**config.mk**
```make
export PLATFORM = sky130hd
export DESIGN_NAME = ant_noc_scheduler_flat
export DESIGN_NICKNAME = d
export VERILOG_FILES = /design/src/rtl/ant_noc_scheduler_if.sv /design/src/rtl/ant_noc_scheduler.sv /design/src/flat_wrapper.sv
export SDC_FILE = /design/constraint.sdc
export NUM_CORES = 1
export LEC_CHECK = 0
export CAP_MARGIN = 5
export CORE_MARGIN = 1.5
export CORE_UTILIZATION = 44
export DETAILED_ROUTE_END_ITERATION = 8
export PLACE_DENSITY = 0.86
export SLEW_MARGIN = 25
export SYNTH_ARGS = -nofsm -noshare
export SYNTH_HDL_FRONTEND = slang
export SYNTH_SLANG_ARGS = --single-unit
export TNS_END_PERCENT = 30
```
**constraint.sdc**
```tcl
create_clock -name clk -period 3.8 [get_ports clk]
set_clock_uncertainty 0.2 [all_clocks]
set_input_delay 0.38 -clock clk [delete_from_list [all_inputs] [get_ports clk]]
set_output_delay 0.38 -clock clk [all_outputs]
set_load 0.02 [all_outputs]
```
**src/rtl/ant_noc_scheduler_if.sv**
```systemverilog
// Ant-array <-> scheduler bundle: remote page requests, owner query bus, per-ant replies and responses.
// The ant side drives requests and replies (master); the scheduler drives grants, queries and responses (slave).
interface ant_noc_scheduler_if #(
    parameter int NUM_ANT = 4,
    parameter int WIDTH   = 16
);
    localparam int DST_W = (NUM_ANT > 1) ? $clog2(NUM_ANT) : 1;

    logic [NUM_ANT-1:0]       req_valid;
    logic [NUM_ANT*6-1:0]     req_page;
    logic [NUM_ANT-1:0]       req_ready;
    logic                     query_valid;
    logic [5:0]               query;
    logic [DST_W-1:0]         query_dst;
    logic [NUM_ANT*WIDTH-1:0] reply_in;
    logic [NUM_ANT-1:0]       resp_valid;
    logic [WIDTH+5:0]         response;

    modport master (
        output req_valid, req_page, reply_in,
        input  req_ready, query_valid, query, query_dst, resp_valid, response
    );

    modport slave (
        input  req_valid, req_page, reply_in,
        output req_ready, query_valid, query, query_dst, resp_valid, response
    );
endinterface

```
**src/rtl/ant_noc_scheduler.sv**
```systemverilog
// Round-robin page-request scheduler and iteration counter for the PageRank ant array.
// Accept-to-response REPLY_LAT+1 cycles; one transaction in flight, req_ready only offered in IDLE.
module ant_noc_scheduler #(
    parameter int NUM_ANT   = 4,
    parameter int N         = 16,
    parameter int WIDTH     = 16,
    parameter int REPLY_LAT = 1,
    parameter int ITER_MAX  = 32
) (
    input  logic               clk,
    input  logic               reset,
    input  logic               start,
    ant_noc_scheduler_if.slave bus,
    input  logic [NUM_ANT-1:0] sweep_done,
    output logic [7:0]         iter_count,
    output logic               busy,
    output logic               done,
    output logic               err_self
);
    localparam int DST_W = (NUM_ANT > 1) ? $clog2(NUM_ANT) : 1;
    localparam int NLOG  = $clog2(N);
    localparam logic [31:0] ITER_LIM = 32'(ITER_MAX);

    typedef enum logic [1:0] {IDLE, QUERY, RESP} state_t;

    state_t             state, state_nxt;
    logic [DST_W-1:0]   rr_ptr, req_g, owner_q, grant_idx, scan_idx, owner_in;
    logic               grant_any, can_grant, accept, running;
    logic [NUM_ANT-1:0] grant_oh, resp_oh, sweep_seen, seen_or;
    logic [5:0]         page_q, page_in;
    logic [1:0]         wait_cnt;
    logic [WIDTH-1:0]   reply_sel;
    logic [WIDTH+5:0]   resp_q;
    logic [7:0]         iter_inc;

    // First pending requester at or after rr_ptr; index arithmetic wraps because NUM_ANT is a power of 2.
    always_comb begin
        grant_any = 1'b0;
        grant_idx = '0;
        scan_idx  = '0;
        for (int i = 0; i < NUM_ANT; i++) begin
            scan_idx = rr_ptr + DST_W'(i);
            if (!grant_any && bus.req_valid[scan_idx]) begin
                grant_any = 1'b1;
                grant_idx = scan_idx;
            end
        end
    end

    assign page_in   = bus.req_page[grant_idx*6 +: 6];
    assign owner_in  = DST_W'(page_in >> NLOG);
    assign reply_sel = bus.reply_in[owner_q*WIDTH +: WIDTH];
    assign can_grant = running & ~done & ~start & grant_any;

    always_comb begin
        state_nxt = state;
        grant_oh  = '0;
        resp_oh   = '0;
        case (state)
            IDLE: begin
                if (can_grant) begin
                    grant_oh[grant_idx] = 1'b1;
                    state_nxt           = QUERY;
                end
            end
            QUERY: begin
                if (wait_cnt == 2'(REPLY_LAT - 1)) state_nxt = RESP;
            end
            RESP: begin
                resp_oh[req_g] = 1'b1;
                state_nxt      = IDLE;
            end
            default: state_nxt = IDLE;
        endcase
        // start abandons whatever is in flight; the requester is simply re-arbitrated later.
        if (start) state_nxt = IDLE;
    end

    assign accept          = |grant_oh;
    assign bus.req_ready   = grant_oh;
    assign bus.resp_valid  = resp_oh;
    assign bus.query_valid = (state == QUERY);
    assign bus.query       = page_q;
    assign bus.query_dst   = owner_q;
    assign bus.response    = resp_q;

    always_ff @(posedge clk or negedge reset) begin
        if (!reset) begin
            state    <= IDLE;
            rr_ptr   <= '0;
            req_g    <= '0;
            owner_q  <= '0;
            page_q   <= '0;
            wait_cnt <= '0;
            resp_q   <= '0;
        end else begin
            state <= state_nxt;
            if (accept) begin
                page_q   <= page_in;
                owner_q  <= owner_in;
                req_g    <= grant_idx;
                rr_ptr   <= grant_idx + DST_W'(1);
                wait_cnt <= '0;
            end else if (state == QUERY) begin
                wait_cnt <= wait_cnt + 2'd1;
                if (state_nxt == RESP) resp_q <= {reply_sel, page_q};
            end
        end
    end

    assign seen_or  = sweep_seen | sweep_done;
    assign iter_inc = (iter_count == 8'hFF) ? iter_count : iter_count + 8'd1;
    assign busy     = running & ~done;

    always_ff @(posedge clk or negedge reset) begin
        if (!reset) begin
            running    <= 1'b0;
            done       <= 1'b0;
            err_self   <= 1'b0;
            iter_count <= '0;
            sweep_seen <= '0;
        end else if (start) begin
            running    <= 1'b1;
            done       <= 1'b0;
            err_self   <= 1'b0;
            iter_count <= '0;
            sweep_seen <= '0;
        end else begin
            if (accept && owner_in == grant_idx) err_self <= 1'b1;
            if (running) begin
                if (&seen_or) begin
                    // Pulses landing on the completing cycle already belong to the next sweep.
                    sweep_seen <= sweep_done;
                    iter_count <= iter_inc;
                    if ({24'd0, iter_inc} == ITER_LIM) begin
                        done    <= 1'b1;
                        running <= 1'b0;
                    end
                end else begin
                    sweep_seen <= seen_or;
                end
            end
        end
    end
endmodule

```
**src/flat_wrapper.sv**
```systemverilog
// flat-port wrapper written by rule: the top's interface ports become plain ports
module ant_noc_scheduler_flat 
#(
    parameter int NUM_ANT   = 4,
    parameter int N         = 16,
    parameter int WIDTH     = 16,
    parameter int REPLY_LAT = 1,
    parameter int ITER_MAX  = 32
)
  (clk, reset, start, sweep_done, iter_count, busy, done, err_self, bus_req_valid, bus_req_page, bus_reply_in, bus_req_ready, bus_query_valid, bus_query, bus_query_dst, bus_resp_valid, bus_response);
  ant_noc_scheduler_if #(.NUM_ANT(NUM_ANT), .WIDTH(WIDTH)) bus_i ();
  input  logic clk;
  input  logic reset;
  input  logic start;
  input  logic [NUM_ANT-1:0] sweep_done;
  output logic [7:0] iter_count;
  output logic busy;
  output logic done;
  output logic err_self;
  input wire logic [$bits(bus_i.req_valid)-1:0] bus_req_valid;
  input wire logic [$bits(bus_i.req_page)-1:0] bus_req_page;
  input wire logic [$bits(bus_i.reply_in)-1:0] bus_reply_in;
  output wire logic [$bits(bus_i.req_ready)-1:0] bus_req_ready;
  output wire logic [$bits(bus_i.query_valid)-1:0] bus_query_valid;
  output wire logic [$bits(bus_i.query)-1:0] bus_query;
  output wire logic [$bits(bus_i.query_dst)-1:0] bus_query_dst;
  output wire logic [$bits(bus_i.resp_valid)-1:0] bus_resp_valid;
  output wire logic [$bits(bus_i.response)-1:0] bus_response;
  assign bus_i.req_valid = bus_req_valid;
  assign bus_i.req_page = bus_req_page;
  assign bus_i.reply_in = bus_reply_in;
  assign bus_req_ready = bus_i.req_ready;
  assign bus_query_valid = bus_i.query_valid;
  assign bus_query = bus_i.query;
  assign bus_query_dst = bus_i.query_dst;
  assign bus_resp_valid = bus_i.resp_valid;
  assign bus_response = bus_i.response;
  ant_noc_scheduler #(.NUM_ANT(NUM_ANT), .N(N), .WIDTH(WIDTH), .REPLY_LAT(REPLY_LAT), .ITER_MAX(ITER_MAX)) u_core (.clk(clk), .reset(reset), .start(start), .bus(bus_i), .sweep_done(sweep_done), .iter_count(iter_count), .busy(busy), .done(done), .err_self(err_self));
endmodule
```
==> impl_metrics.toml, run 1 <==
[layout]
final_cell_mix = "clkdlybuf4s50_1 (147), dfrtp_1 (51), mux2_2 (25), nand2_1 (20), nor2_1 (17)"
stdcell_area_sq_um = 4620
nFillCells = 496
nNetsFinal = 508
layout_commonest_cell = "clkdlybuf4s50_1"
area_delta_synth_final_pct = 53.2
layout-drive-gt1-share_pct = 15.3
n_antenna_cell = 0

[power]
seq_power_share_pct = 35.4
leakagePower_nw = 1.88
irDropWorstVdd_mv = 0.280
swShare_pct = 36.9
p_switching_mw = 0.951
p_int_mw = 1.63
pwr-share-comb_pct = 53.3
p_per_area_nw_per_um2 = 557
clockPowerShare_pct = 11.3

[cts]
cts_resized = 0
cts_root_buf = "clkbuf_8"
cts_buffer_depth = 2
cts.sinks = 51
post-cts-setup-buffers = 0
numCtsBuffers = 5
cts_tree = "built"
htreeDepth = 2
clk_pin_slew_ns = 0.08
insertion_delay_ns = 0.29

[sta]
clock.fmax_ghz = 0.300
tns_ns = 0
final-setup-viol-count = 0
min_period_ns = 3.34
tightestPinTransition_ns = 0.829
hold_viol_final = 0
rsz0062_at_grt = "false"
maxSlewViolCount = 0
slew_headroom_pct = 44.7
post-route-period-util_pct = 87.9
fin_hold_ws_ns = 0.302

[die]
start_util_pct = 46.4
dieWidth_um = 85.8
die_h_um = 85.8
io_pins = 149
die_area_sq_um = 7360
coreArea_sq_um = 6490
fp-row-count = 29

[setup_path]
crit_path_max_fanout = 4
arrival_ns = 2.76
crit_type = "input pin to primary output"
crit_path_end_kind = "primary output"
required_ns = 3.22
start_kind = "input pin"

[global_route]
grt.total_usage_pct = 22.2
grt_pass1_vias = 2776
grt_max_degree = 29
antenna_found_initial = 0
grt_pass1_wl_um = 13000
grt_overflow = 0

[placement]
place_hpwl_um = 6300
dpl_cell_area_sq_um = 4530
gp_congestion = 0.852
port_buffers = 148

[logic_synthesis]
ys_seq_elements = 51
synth.distinct_cells = 48
netlist_top_cells_area = "dfrtp_1 (42%), mux4_2 (12%), mux2_2 (9.3%), mux2i_1 (4.6%), ha_1 (2.5%)"
synthArstFlopShare_pct = 100
synthCells = 258
synth_area_leader_cell = "dfrtp_1"
syn_avg_cell_area_sq_um = 11.7
yosysSeqAreaShare_pct = 42.3
synth_flop_cell = "dfrtp_1"
synth_nets = 363
ys.warnings.count = 0
synth_top_area_share_pct = 42.3
syn-cell-area_sq_um = 3020
synth_edf_count = 0

[drt]
drt-total-wl_um = 7880
drtIter0Drc = 82
vias_per_cell = 5.49
vias = 2643
final_antenna_net_count = 0
dr.pass1.iters = 6
drc = 0
wl_per_cell_um = 16.4

[flow_run]
timing.max_cap.violations = 0

[min_path]
worstHoldPathType = "register to register"

[status]
status = "finished clean"
## per-layer routing
| metal | GRT usage, % | vias to the layer above | part of all wire (%) |
|---|---|---|---|
| li1 | - | 1236 | - |
| met1 | 26.8 | 1273 | 38 |
| met2 | 39.8 | 131 | 52 |
| met3 | 5.39 | 3 | 10 |
| met4 | 5.87 | 0 | 0.39 |
| met5 | 0 | - | 0 |
## through the flow
stage               total power [mW]  setup WS (ns)  instances  util, %
finish                          2.58          0.461        481     71.1
global route                    2.74          0.370        481     71.1
CTS                             2.61          0.465        481     71.1
detailed placement              2.31          0.465        472     69.7
global placement                2.26          0.556        472     69.7
floorplan                       1.72           1.23        258        -
## cell type report
class	instances	area, sq um	area share (%)
repair buffers	155	1530	33.1
clock inverters	1	5.00	0.108
flip-flops and latches	51	1280	27.6
clock buffers	7	76.3	1.65
inverters	11	41.3	0.894
multi-input cells	179	1590	34.5
well taps	77	96.3	2.09
## critical path: stages
cell	delay [ns]
clkdlybuf4s50_1	0.50
inv_1	0.08
a22o_1	0.24
a211oi_2	0.43
inv_1	0.17
ha_1	0.28
and2_1	0.15
clkdlybuf4s50_1	0.54
## flip-flops by register name, summed over array words and instances, names as in the netlist, 2 cells and up
register	count
u_core.bus.response	22
u_core.state	2
u_core.sweep_seen	4
u_core.req_g	2
u_core.rr_ptr	2
u_core.wait_cnt	2
u_core.iter_count	8
u_core.bus.query	6
## synth_stat cells, types with 6 or more instances
cell	instances
mux2i_1	14
ha_1	6
mux4_2	16
nand2_1	20
inv_1	11
o221ai_1	7
a21oi_1	11
nor2_1	17
buf_2	7
mux2_2	25
dfrtp_1	51
## kinds of logic (layout without fill, tap and decap cells)
kind of cell | after synthesis | in the layout | synth area share (%)
fa+ha+maj | 6 | 6 | 2.49
simple gates | 73 | 73 | 12.6
buf+inv | 28 | 174 | 4.81
mux | 55 | 55 | 25.9
compound gates | 40 | 40 | 10.4
xor+xnor | 5 | 5 | 1.45
flops | 51 | 51 | 42.3
## power by group through the flow
stage / combinational, mW / clock, mW / sequential (mW)
after floorplan: 0.692 / 0 / 1.03
after global placement: 1.34 / 0 / 0.914
after detailed placement: 1.38 / 0 / 0.925
after CTS: 1.39 / 0.305 / 0.919
after global routing: 1.47 / 0.323 / 0.951
final: 1.37 / 0.291 / 0.913
## path summary, 6_finish.rpt
path,from,end,slack (ns),depth (start not counted)
max in group asynchronous,reset,u_core.bus.response[20],2.23,3
worst min register to register,u_core.err_self,u_core.err_self,0.30,2
worst max register to register,u_core.rr_ptr[0],u_core.bus.query[4],1.14,8
worst max-delay path,bus_req_valid[3],bus_req_ready[2],0.46,8
worst min-delay path,u_core.err_self,u_core.err_self,0.30,2
min in group asynchronous,reset,u_core.iter_count[7],0.40,2
## repair_timing
action	in CTS	in global routing
hold buffers	1	0
setup endpoints to repair	0	0
endpoints found under the hold margin	23	0
Power figures use the tool's default switching activity.
==> run 2: changes to the inputs <==
--- a/config.mk
+++ b/config.mk
@@ -10,6 +10,7 @@
 export CORE_UTILIZATION = 44
 export DETAILED_ROUTE_END_ITERATION = 8
 export PLACE_DENSITY = 0.86
+export REMOVE_ABC_BUFFERS = 1
 export SLEW_MARGIN = 25
 export SYNTH_ARGS = -nofsm -noshare
 export SYNTH_HDL_FRONTEND = slang
==> impl_metrics.toml, run 2 (synthesis results as in run 1) <==
[setup_path]
crit_path_max_fanout = 4
start_kind = "input pin"
crit_family = "buffers and inverters"
critPathLaunch = "bus_req_valid[3]"
crit_type = "input pin to primary output"
critical-path-slowest-cell = "clkdlybuf4s50_1"
cpPeakStageDelay_ns = 0.54
crit_chain = "clkdlybuf4s50_1 -> inv_1 -> a22o_1 -> a211oi_2 -> inv_1 -> ha_1 -> and2_1 -> clkdlybuf4s50_1"
crit_path_end_kind = "primary output"
cp_num_buf_inv = 4
required_ns = 3.22
arrival_ns = 2.72
r2r_setup_slack_ns = 1.15
r2r_start = "u_core.rr_ptr[0]"

[flow_run]
timing.max_cap.violations = 0

[global_route]
antenna_found_initial = 0
grt_pass1_wl_um = 13100
grt_overflow = 0
grt_max_degree = 47
grt.total_usage_pct = 22.6
grt_pass1_vias = 2775

[die]
fp-row-count = 29
die_area_sq_um = 7360
die_h_um = 85.8
start_util_pct = 46.4
coreArea_sq_um = 6490
io_pins = 149
dieWidth_um = 85.8

[placement]
dpl_cell_area_sq_um = 4520
port_buffers = 148
gp_congestion = 0.840
place_hpwl_um = 6150

[drt]
drc = 0
dr.pass1.iters = 4
wl_per_cell_um = 16.3
vias_per_cell = 5.59
drtIter0Drc = 78
vias = 2681
final_antenna_net_count = 0
drt-total-wl_um = 7830

[sta]
hold_viol_final = 0
slew_headroom_pct = 47.9
final-setup-viol-count = 0
tns_ns = 0
tightestPinTransition_ns = 0.781
min_period_ns = 3.30
clock.fmax_ghz = 0.303
rsz0062_at_grt = "false"
maxSlewViolCount = 0
post-route-period-util_pct = 86.7

[cts]
htreeDepth = 2
numCtsBuffers = 5
cts.sinks = 51
cts_buffer_depth = 2
cts_root_buf = "clkbuf_8"
insertion_delay_ns = 0.30
cts_hold_buf = 0
post-cts-setup-buffers = 0
cts_resized = 0
cts_tree = "built"
clk_pin_slew_ns = 0.09

[power]
p_per_area_nw_per_um2 = 558
p_int_mw = 1.62
seq_power_share_pct = 36.0
swShare_pct = 37.2
clockPowerShare_pct = 11.7
irDropWorstVdd_mv = 0.396
p_switching_mw = 0.958
pwr-share-comb_pct = 52.3
total_power_mw = 2.58
leakagePower_nw = 1.87

[status]
status = "finished clean"

[layout]
nNetsFinal = 507
n_antenna_cell = 0
final_cell_mix = "clkdlybuf4s50_1 (147), dfrtp_1 (50), mux2_2 (25), nand2_1 (20), nor2_1 (17)"
layout_commonest_cell = "clkdlybuf4s50_1"
largest_reg_flops = 22
stdcell_area_sq_um = 4620
area_delta_synth_final_pct = 53.1
layout-drive-gt1-share_pct = 15.4

[min_path]
min_from = "u_core.err_self"
worstHoldPathType = "register to register"
run 2: worst paths after layout:
| check | to | cells past startpoint |
|---|---|---|
| worst max-delay path | bus_req_ready[2] | 8 |
| worst min-delay path | u_core.err_self | 2 |
| worst max register to register | u_core.bus.query[4] | 8 |
| worst min register to register | u_core.err_self | 2 |
| max in group asynchronous | u_core.bus.response[19] | 3 |
| min in group asynchronous | u_core.req_g[1] | 2 |
run 2: metal layers:
layer / vias up / global-route usage, % / share of wire [%]
met3: 24 / 6.64 / 7.2
met1: 1310 / 27.4 / 40
met4: 0 / 9.09 / 3.8
met5: - / 0 / 0
met2: 113 / 37.9 / 49
li1: 1234 / - / -
run 2: layout make-up:
type / count / area, sq um
Sequential cell: 51 / 1280
Multi-Input combinational cell: 179 / 1590
Tap cell: 77 / 96.3
Clock inverter: 1 / 5.00
Inverter: 11 / 41.3
Clock buffer: 7 / 76.3
Fill cell: 464 / 1880
Timing Repair Buffer: 154 / 1530
run 2: stage by stage:
stage | cells | utilization (%) | setup slack, ns | hold slack (ns)
after CTS | 479 | 70.9 | 0.479 | 0.0822
final | 480 | 71.1 | 0.504 | 0.307
after detailed placement | 471 | 69.6 | 0.494 | 0.283
after global placement | 471 | 69.6 | 0.556 | 0.276
after floorplan | 241 | - | 0.853 | -0.116
after global routing | 480 | 71.1 | 0.340 | 0.330
run 2: worst reg2reg max path, cell delays in order (launching register included):
cell	delay (ns)
dfrtp_1	0.35
inv_1	0.07
a22o_1	0.21
a211oi_2	0.40
inv_1	0.16
ha_1	0.28
o41a_4	0.54
nand2_2	0.17
o221ai_1	0.14
run 2: power by group through the flow:
stage | clock network (mW) | logic (mW) | registers (mW)
after CTS | 0.310 | 1.36 | 0.934
after floorplan | 0 | 0.572 | 1.09
after global routing | 0.332 | 1.44 | 0.969
after global placement | 0 | 1.32 | 0.934
final | 0.302 | 1.35 | 0.927
after detailed placement | 0 | 1.35 | 0.941
==> run 3: changes to the inputs <==
--- a/config.mk
+++ b/config.mk
@@ -8,6 +8,7 @@
 export CAP_MARGIN = 5
 export CORE_MARGIN = 1.5
 export CORE_UTILIZATION = 44
+export CTS_CLUSTER_DIAMETER = 80
 export DETAILED_ROUTE_END_ITERATION = 8
 export PLACE_DENSITY = 0.86
 export REMOVE_ABC_BUFFERS = 1
==> results of run 3 <==
No change in the layout: final DEF, timing and power equal those of run 2.
